[config.mk]
export PLATFORM = sky130hd
export DESIGN_NAME = alu_result_pipe
export DESIGN_NICKNAME = d
export VERILOG_FILES = /design/src/rtl/alu_result_pipe.sv
export SDC_FILE = /design/constraint.sdc
export NUM_CORES = 1
export LEC_CHECK = 0
export BUFFER_PORTS_ARGS = -buffer_cell sky130_fd_sc_hd__buf_4
export CAP_MARGIN = 20
export CORE_UTILIZATION = 40
export CTS_BUF_LIST = sky130_fd_sc_hd__clkbuf_16
export DETAILED_ROUTE_END_ITERATION = 8
export PLACE_DENSITY = 0.71
export SLEW_MARGIN = 30
export SYNTH_ARGS = -nofsm -noshare
export SYNTH_HDL_FRONTEND = slang
export SYNTH_SLANG_ARGS = --single-unit
[constraint.sdc]
create_clock -name CLK -period 1.5 [get_ports CLK]
set_input_delay 0.075 -clock CLK [delete_from_list [all_inputs] [get_ports CLK]]
set_output_delay 0.075 -clock CLK [all_outputs]
set_load 0.03 [all_outputs]
[src/rtl/alu_result_pipe.sv]
// ---------------------------------------------------------------------------
// alu_result_pipe
//
// EX->WB pipeline slot that follows the 2-input ALU. It holds the ALU result
// with its selector and destination tag, and has a valid/ready handshake on
// both sides. A main register drives the outputs. A skid register absorbs
// one extra result so the ALU never loses data when writeback stalls. The
// zero flag is computed when an entry is written and stored with it.
//
// Parameters:
//   DATA_W      ALU result width
//   TAG_W       destination register index width
//
// Ports:
//   CLK         rising-edge clock
//   RST_N       asynchronous active-low reset
//   in_result   ALU result (OUT_ALU2)
//   in_sel      ALU selector that produced the result
//   in_tag      destination register index
//   in_valid    in_* carries a valid result
//   in_ready    stage can accept this cycle (registered, = !skid_valid)
//   flush       synchronous kill of all held entries
//   out_result  head-entry result
//   out_sel     head-entry selector
//   out_tag     head-entry tag
//   out_zero    head-entry result == 0 (stored flag)
//   out_valid   head entry valid
//   out_ready   consumer accepts head this cycle
//   stall_cnt   [ALU_RESULT_PIPE_STALLCNT_EN only] saturating count of
//               cycles with out_valid && !out_ready, cleared by flush
//
// Optional feature macro: ALU_RESULT_PIPE_STALLCNT_EN
// ---------------------------------------------------------------------------
module alu_result_pipe #(
    parameter int DATA_W = 32,
    parameter int TAG_W  = 5
) (
    input  logic              CLK,
    input  logic              RST_N,
    input  logic [DATA_W-1:0] in_result,
    input  logic [1:0]        in_sel,
    input  logic [TAG_W-1:0]  in_tag,
    input  logic              in_valid,
    output logic              in_ready,
    input  logic              flush,
    output logic [DATA_W-1:0] out_result,
    output logic [1:0]        out_sel,
    output logic [TAG_W-1:0]  out_tag,
    output logic              out_zero,
    output logic              out_valid,
    input  logic              out_ready
`ifdef ALU_RESULT_PIPE_STALLCNT_EN
    ,
    output logic [15:0]       stall_cnt
`endif
);

    logic              main_valid_q,  main_valid_d;
    logic [DATA_W-1:0] main_result_q, main_result_d;
    logic [1:0]        main_sel_q,    main_sel_d;
    logic [TAG_W-1:0]  main_tag_q,    main_tag_d;
    logic              main_zero_q,   main_zero_d;

    logic              skid_valid_q,  skid_valid_d;
    logic [DATA_W-1:0] skid_result_q, skid_result_d;
    logic [1:0]        skid_sel_q,    skid_sel_d;
    logic [TAG_W-1:0]  skid_tag_q,    skid_tag_d;
    logic              skid_zero_q,   skid_zero_d;

    logic accept;
    logic consume;
    logic in_zero;

    // in_ready comes straight from the skid valid flop, so there is no
    // combinational path from out_ready back to the ALU.
    assign accept  = in_valid && !skid_valid_q;
    assign consume = main_valid_q && out_ready;
    assign in_zero = (in_result == '0);

    always_comb begin
        main_valid_d  = main_valid_q;
        main_result_d = main_result_q;
        main_sel_d    = main_sel_q;
        main_tag_d    = main_tag_q;
        main_zero_d   = main_zero_q;
        skid_valid_d  = skid_valid_q;
        skid_result_d = skid_result_q;
        skid_sel_d    = skid_sel_q;
        skid_tag_d    = skid_tag_q;
        skid_zero_d   = skid_zero_q;

        if (flush) begin
            // Flush beats both accept and consume; data may stay stale.
            main_valid_d = 1'b0;
            skid_valid_d = 1'b0;
        end else if (!main_valid_q || consume) begin
            if (skid_valid_q) begin
                // Older skid entry goes first. in_ready was low, so no
                // input can be accepted in this cycle.
                main_valid_d  = 1'b1;
                main_result_d = skid_result_q;
                main_sel_d    = skid_sel_q;
                main_tag_d    = skid_tag_q;
                main_zero_d   = skid_zero_q;
                skid_valid_d  = 1'b0;
            end else begin
                main_valid_d = accept;
                if (accept) begin
                    main_result_d = in_result;
                    main_sel_d    = in_sel;
                    main_tag_d    = in_tag;
                    main_zero_d   = in_zero;
                end
            end
        end else if (accept) begin
            // Main is full and stalled: park the new result in the skid.
            skid_valid_d  = 1'b1;
            skid_result_d = in_result;
            skid_sel_d    = in_sel;
            skid_tag_d    = in_tag;
            skid_zero_d   = in_zero;
        end
    end

    always_ff @(posedge CLK or negedge RST_N) begin
        if (!RST_N) begin
            main_valid_q  <= 1'b0;
            main_result_q <= '0;
            main_sel_q    <= '0;
            main_tag_q    <= '0;
            main_zero_q   <= 1'b0;
            skid_valid_q  <= 1'b0;
            skid_result_q <= '0;
            skid_sel_q    <= '0;
            skid_tag_q    <= '0;
            skid_zero_q   <= 1'b0;
        end else begin
            main_valid_q  <= main_valid_d;
            main_result_q <= main_result_d;
            main_sel_q    <= main_sel_d;
            main_tag_q    <= main_tag_d;
            main_zero_q   <= main_zero_d;
            skid_valid_q  <= skid_valid_d;
            skid_result_q <= skid_result_d;
            skid_sel_q    <= skid_sel_d;
            skid_tag_q    <= skid_tag_d;
            skid_zero_q   <= skid_zero_d;
        end
    end

    assign in_ready   = !skid_valid_q;
    assign out_valid  = main_valid_q;
    assign out_result = main_result_q;
    assign out_sel    = main_sel_q;
    assign out_tag    = main_tag_q;
    assign out_zero   = main_zero_q;

`ifdef ALU_RESULT_PIPE_STALLCNT_EN
    logic [15:0] stall_q, stall_d;

    always_comb begin
        stall_d = stall_q;
        if (flush) begin
            stall_d = '0;
        end else if (main_valid_q && !out_ready && (stall_q != 16'hFFFF)) begin
            stall_d = stall_q + 16'd1;
        end
    end

    always_ff @(posedge CLK or negedge RST_N) begin
        if (!RST_N) begin
            stall_q <= '0;
        end else begin
            stall_q <= stall_d;
        end
    end

    assign stall_cnt = stall_q;
`endif

endmodule

# After elaboration in Yosys (flattened, before gate mapping)

Cells that the tools add are included.

Flip-flop bits (word level): 82
Input port bits: 44
Output and inout bits: 42
Logic and storage cells: 37

Muxes and demuxes: 14
Bitwise logic cells: 2
Reduce and logical (&&, ||, !) cells: 11

Operators with widths:

| operator            | number |
|---|---|
| 32-bit two-way mux  | 2 |
| 32-bit zero test    | 1 |
| 5-bit two-way mux   | 2 |
| 1-bit two-way mux   | 8 |
| 3-bit AND reduction | 2 |
| 2-bit two-way mux   | 2 |
| 2-bit nonzero test  | 2 |
| 3-bit nonzero test  | 1 |
| 1-bit logical AND   | 2 |
| 1-bit zero test     | 2 |
| 1-bit NOT           | 2 |
| 1-bit logical OR    | 1 |

# Longest topological paths before layout

Depth after elaboration: 5
Depth in mapped cells: 6
Mapped depth without buffers: 4

# Least setup slack after synthesis

No wires, ideal clock.

Path kind: register to register
From: register main_valid_q, in the netlist out_valid
To: register skid_result_q[0]
Library setup time: 0.125 ns
Arrival time: 1.545 ns
Required time: 1.375 ns
Slack: -0.170 ns
Cell stages (with the launch flop): 5
Path buffers: 1
Clock period less this slack: 1.670 ns
Path through: dfrtp_1 -> nand2b_4 -> nor4b_4 -> buf_6 -> mux2_4

Longest elaborated chain between the ends: 4
Elaborated cells between the ends (all ways): 5
Classes of those cells: bitwise: 1; reduce/logical: 4

RTL lines:

| element                                              | RTL line | source |
|---|---|---|
| from (decl)                                          | 58       | `logic main_valid_q, main_valid_d;` |
| from (signal assigned)                               | 138      | `main_valid_q <= main_valid_d;` |
| 1-bit zero test or 1-bit logical AND (tied branches) | 96, 77   |  |
| 1-bit logical OR (*)                                 | 96       | `end else if (!main_valid_q \|\| consume) begin` |
| 1-bit NOT (no line) (*)                              | -        |  |
| 3-bit AND reduction (no line) (*)                    | -        |  |
| to (signal assigned)                                 | 144      | `skid_result_q <= skid_result_d;` |
| to (decl)                                            | 65       | `logic [DATA_W-1:0] skid_result_q, skid_result_d;` |

Every way passes the cells marked *; elsewhere a longest branch is shown, timed or not.
A chain may end at the register's enable or synchronous reset.

# Worst setup path in the final report

From: input in_result[25]
To: register main_zero_q, in the netlist out_zero

Longest elaborated chain between the ends: 3

RTL lines:

| element              | RTL line | source |
|---|---|---|
| from (decl)          | 40       | `input logic [DATA_W-1:0] in_result,` |
| 32-bit zero test     | 78       | `assign in_zero = (in_result == '0);` |
| 1-bit two-way mux    | 108      | `if (accept) begin` |
| 1-bit two-way mux    | 97       | `if (skid_valid_q) begin` |
| to (signal assigned) | 142      | `main_zero_q <= main_zero_d;` |
| to (decl)            | 62       | `logic main_zero_q, main_zero_d;` |

Every way passes these cells. The select of a mux whose other input is x is not followed.

==> results.sh <==
export IMPL_status="finished, violations left"
export IMPL_violations="setup timing"
export IMPL_grt_max_degree=43
export IMPL_ys_warn_count=0
export IMPL_clk_path_buf_depth=2
export IMPL_period_minus_slack_ps=1580
export IMPL_netlist_area_um2=3550
export IMPL_placed_area_um2=4350
export IMPL_netlist_instances=278
export IMPL_dp_hpwl_um=5110
export IMPL_critPathSlowestCell="dlygate4sd3_1"
export IMPL_finalNetCount=445
export IMPL_worst_path_buf_inv=2
export IMPL_fillCellCount=692
export IMPL_ioPinCount=86
export IMPL_critPathKind="in -> reg"
export IMPL_fmaxAchievable_mhz=632
export IMPL_grt_usage_pct=17.9
export IMPL_crit_fanout=3
export IMPL_slew_headroom_pct=65.8
export IMPL_coreArea_um2=8640
export IMPL_use_met2_pct=28.7
export IMPL_cts_sinks=82
export IMPL_cts_tree="yes"
export IMPL_antenna_cells=0
export IMPL_clkPwrFrac_pct=36.7
export IMPL_rsz0062_at_grt="true"
export IMPL_p_switching_mw=1.88
export IMPL_syn_nets=322
export IMPL_slowest_delay_ps=540
export IMPL_drt_iter0_markers=57
export IMPL_power_density_nw_per_um2=1380
export IMPL_tightest_slew_ps=509
export IMPL_root_buffer="clkbuf_16"
export IMPL_routedWlPerCell_um=16.4
export IMPL_ys_seq_area_share_pct=57.8
export IMPL_insertion_delay_ps=330
export IMPL_synthFlopType="dfrtp_1"
export IMPL_seqPwrFrac_pct=40.9
export IMPL_fp_row_count=34
export IMPL_start_kind="input pin"
export IMPL_async_reset_ff_share_pct=100
export IMPL_drive_above_1_share_pct=41.5
export IMPL_synth_seq_cells=82
export IMPL_grt_pass1_vias=2563
export IMPL_hold_viol_final=0
export IMPL_die_w_um=96.2
export IMPL_cp_cell_sequence="dlygate4sd3_1 > buf_4 > nor4_1 > nand4_1 > o31ai_1 > mux2_2"
export IMPL_synth_edff_count=0
export IMPL_final_cell_mix="buf_4 (93), dfrtp_1 (80), nor2_1 (40), a21oi_1 (40), mux2i_1 (39)"
export IMPL_port_buffers=85
export IMPL_hold_ws_ps=5.33
export IMPL_grt_busiest_layer="met2"
export IMPL_mostFrequentLayoutCell="buf_4"
export IMPL_power_frac_comb_pct=22.4
export IMPL_clkTransAtPathRegs_ps=60
export IMPL_start_util_pct=41.1
export IMPL_overflow=0
export IMPL_die_y_um=96.2
export IMPL_syn_avg_cell_area_um2=12.8
export IMPL_stdcell_area_um2=5180
export IMPL_area_growth_pct=46.0
export IMPL_drcViolationCount=0
export IMPL_ant_nets=0
export IMPL_gp_congestion=0.731
export IMPL_use_met3_pct=4.98
export IMPL_antenna_found_initial=0
export IMPL_end_kind="flop"
export IMPL_finalSetupViolCount=20
export IMPL_skew_ps=3.68
export IMPL_num_vias=2632
export IMPL_p_leak_nw=2.24
export IMPL_avgViaCountPerCell=5.13
export IMPL_hp_class="in -> reg"
export IMPL_peakVddDrop_mv=0.677
export IMPL_required_ps=1770
export IMPL_critical_path_top_delay_family="buffers and inverters"
export IMPL_grt_pass1_wl_um=12300
export IMPL_drt_total_wl_um=8410
export IMPL_met1_usage_pct=23.5
export IMPL_cts_inserted_buffers=9
export IMPL_worst_slack_ps=-82.7
export IMPL_slew_violations=0
export IMPL_die_area_um2=9250
export IMPL_yosysUniqueCellTypes=19
export IMPL_p_int_mw=5.24
export IMPL_drv_cap=0
export IMPL_switching_share_pct=26.4
export IMPL_firstDrtPassIters=4
export IMPL_h_tree_depth=3
export IMPL_crit_arrival_ps=1850
export IMPL_fin_crit_sh_pct=106
==> what timing repair did <==
action | in CTS | in global routing
pin swaps | 0 | 2
setup endpoints to repair | 32 | 76
gates resized for setup | 4 | 20
setup buffers | 1 | 3
hold buffers | 26 | 0
endpoints found under the hold margin | 51 | 0
gates cloned | 1 | 3
==> worst register-to-register path, cell delays in order (launching register included) <==
cell       delay, ps
dfrtp_2          430
nor4b_4          290
buf_6            170
clkbuf_16        190
mux2_2           340
==> path summary, 6_finish.rpt <==
check	startpoint	endpoint	slack, ps	cells after the start
min reg2reg	skid_result_q[3]$_DFFE_PN0P_	skid_result_q[3]$_DFFE_PN0P_	510	1
max reg2reg	skid_valid_q$_DFFE_PN0P_	skid_result_q[13]$_DFFE_PN0P_	-40	4
min in group asynchronous	RST_N	out_result[15]$_DFFE_PN0P_	210	2
max in group asynchronous	RST_N	skid_result_q[30]$_DFFE_PN0P_	730	3
min	in_result[15]	skid_result_q[15]$_DFFE_PN0P_	5	2
max	in_result[25]	out_zero$_DFFE_PN0P_	-80	6
==> per-layer routing <==
| layer | vias to the layer above | part of all wire (%) |
|---|---|---|
| li1 | 1233 | - |
| met1 | 1330 | 47 |
| met3 | 4 | 4.5 |
| met5 | - | 0 |
| met4 | 0 | 0.88 |
| met2 | 65 | 48 |
==> sequential cells by signal, indices dropped and copies added, names as in the netlist <==
name,count
skid_valid_q,1
skid_tag_q,5
out_tag,5
out_valid,1
skid_zero_q,1
skid_sel_q,2
skid_result_q,32
out_sel,2
out_result,32
out_zero,1
==> power by group through the flow <==
stage	Combinational (mW)	Clock [mW]	Sequential, mW
after floorplan	0.558	0	3.24
after global placement	1.42	0	2.92
after detailed placement	1.46	0	2.94
after CTS	1.53	2.66	2.91
after global routing	1.72	2.75	2.97
final	1.59	2.61	2.92
==> layout make-up <==
type | instances | area (um2) | area share [%]
tap | 108 | 135 | 2.61
clock buffer | 9 | 225 | 4.35
multi-input combinational | 178 | 1470 | 28.3
inverter | 1 | 3.75 | 0.0724
sequential | 82 | 2050 | 39.7
clock inverter | 6 | 131 | 2.54
timing repair buffer | 129 | 1160 | 22.5
==> synth_stat cells (all sizes together), types with 2 or more instances <==
master,instances,area [um2]
dfrtp,82,2050
a21oi,40,200
mux2,41,499
nor3,2,15.0
mux2i,39,390
nand4,2,12.5
nor2,41,154
nor4,8,50.1
buf,17,118
==> per-stage QoR <==
| stage | cells | total power, mW | setup TNS, ps | utilization [%] | setup WS (ps) |
|---|---|---|---|---|---|
| after floorplan | 278 | 3.80 | -1180 | - | -32.7 |
| after global placement | 464 | 4.35 | -99.8 | 50.4 | -11.8 |
| after detailed placement | 464 | 4.41 | -582 | 50.4 | -51.4 |
| after CTS | 507 | 7.10 | -681 | 57.8 | -47.9 |
| after global routing | 513 | 7.43 | -1370 | 60.0 | -87.8 |
| final | 513 | 7.13 | -361 | 60.0 | -82.7 |
==> cell families (layout without fill, tap and decap cells) <==
logic type	Yosys count	count (layout)	share of synthesized area, %
AOI/OAI and AO/OA	41	41	5.85
buffers and inverters	18	145	3.42
and+or+nand+nor	57	57	7.86
muxes	80	80	25.1
DFF	82	82	57.8
Note: power is estimated with default switching activity, not from simulation.
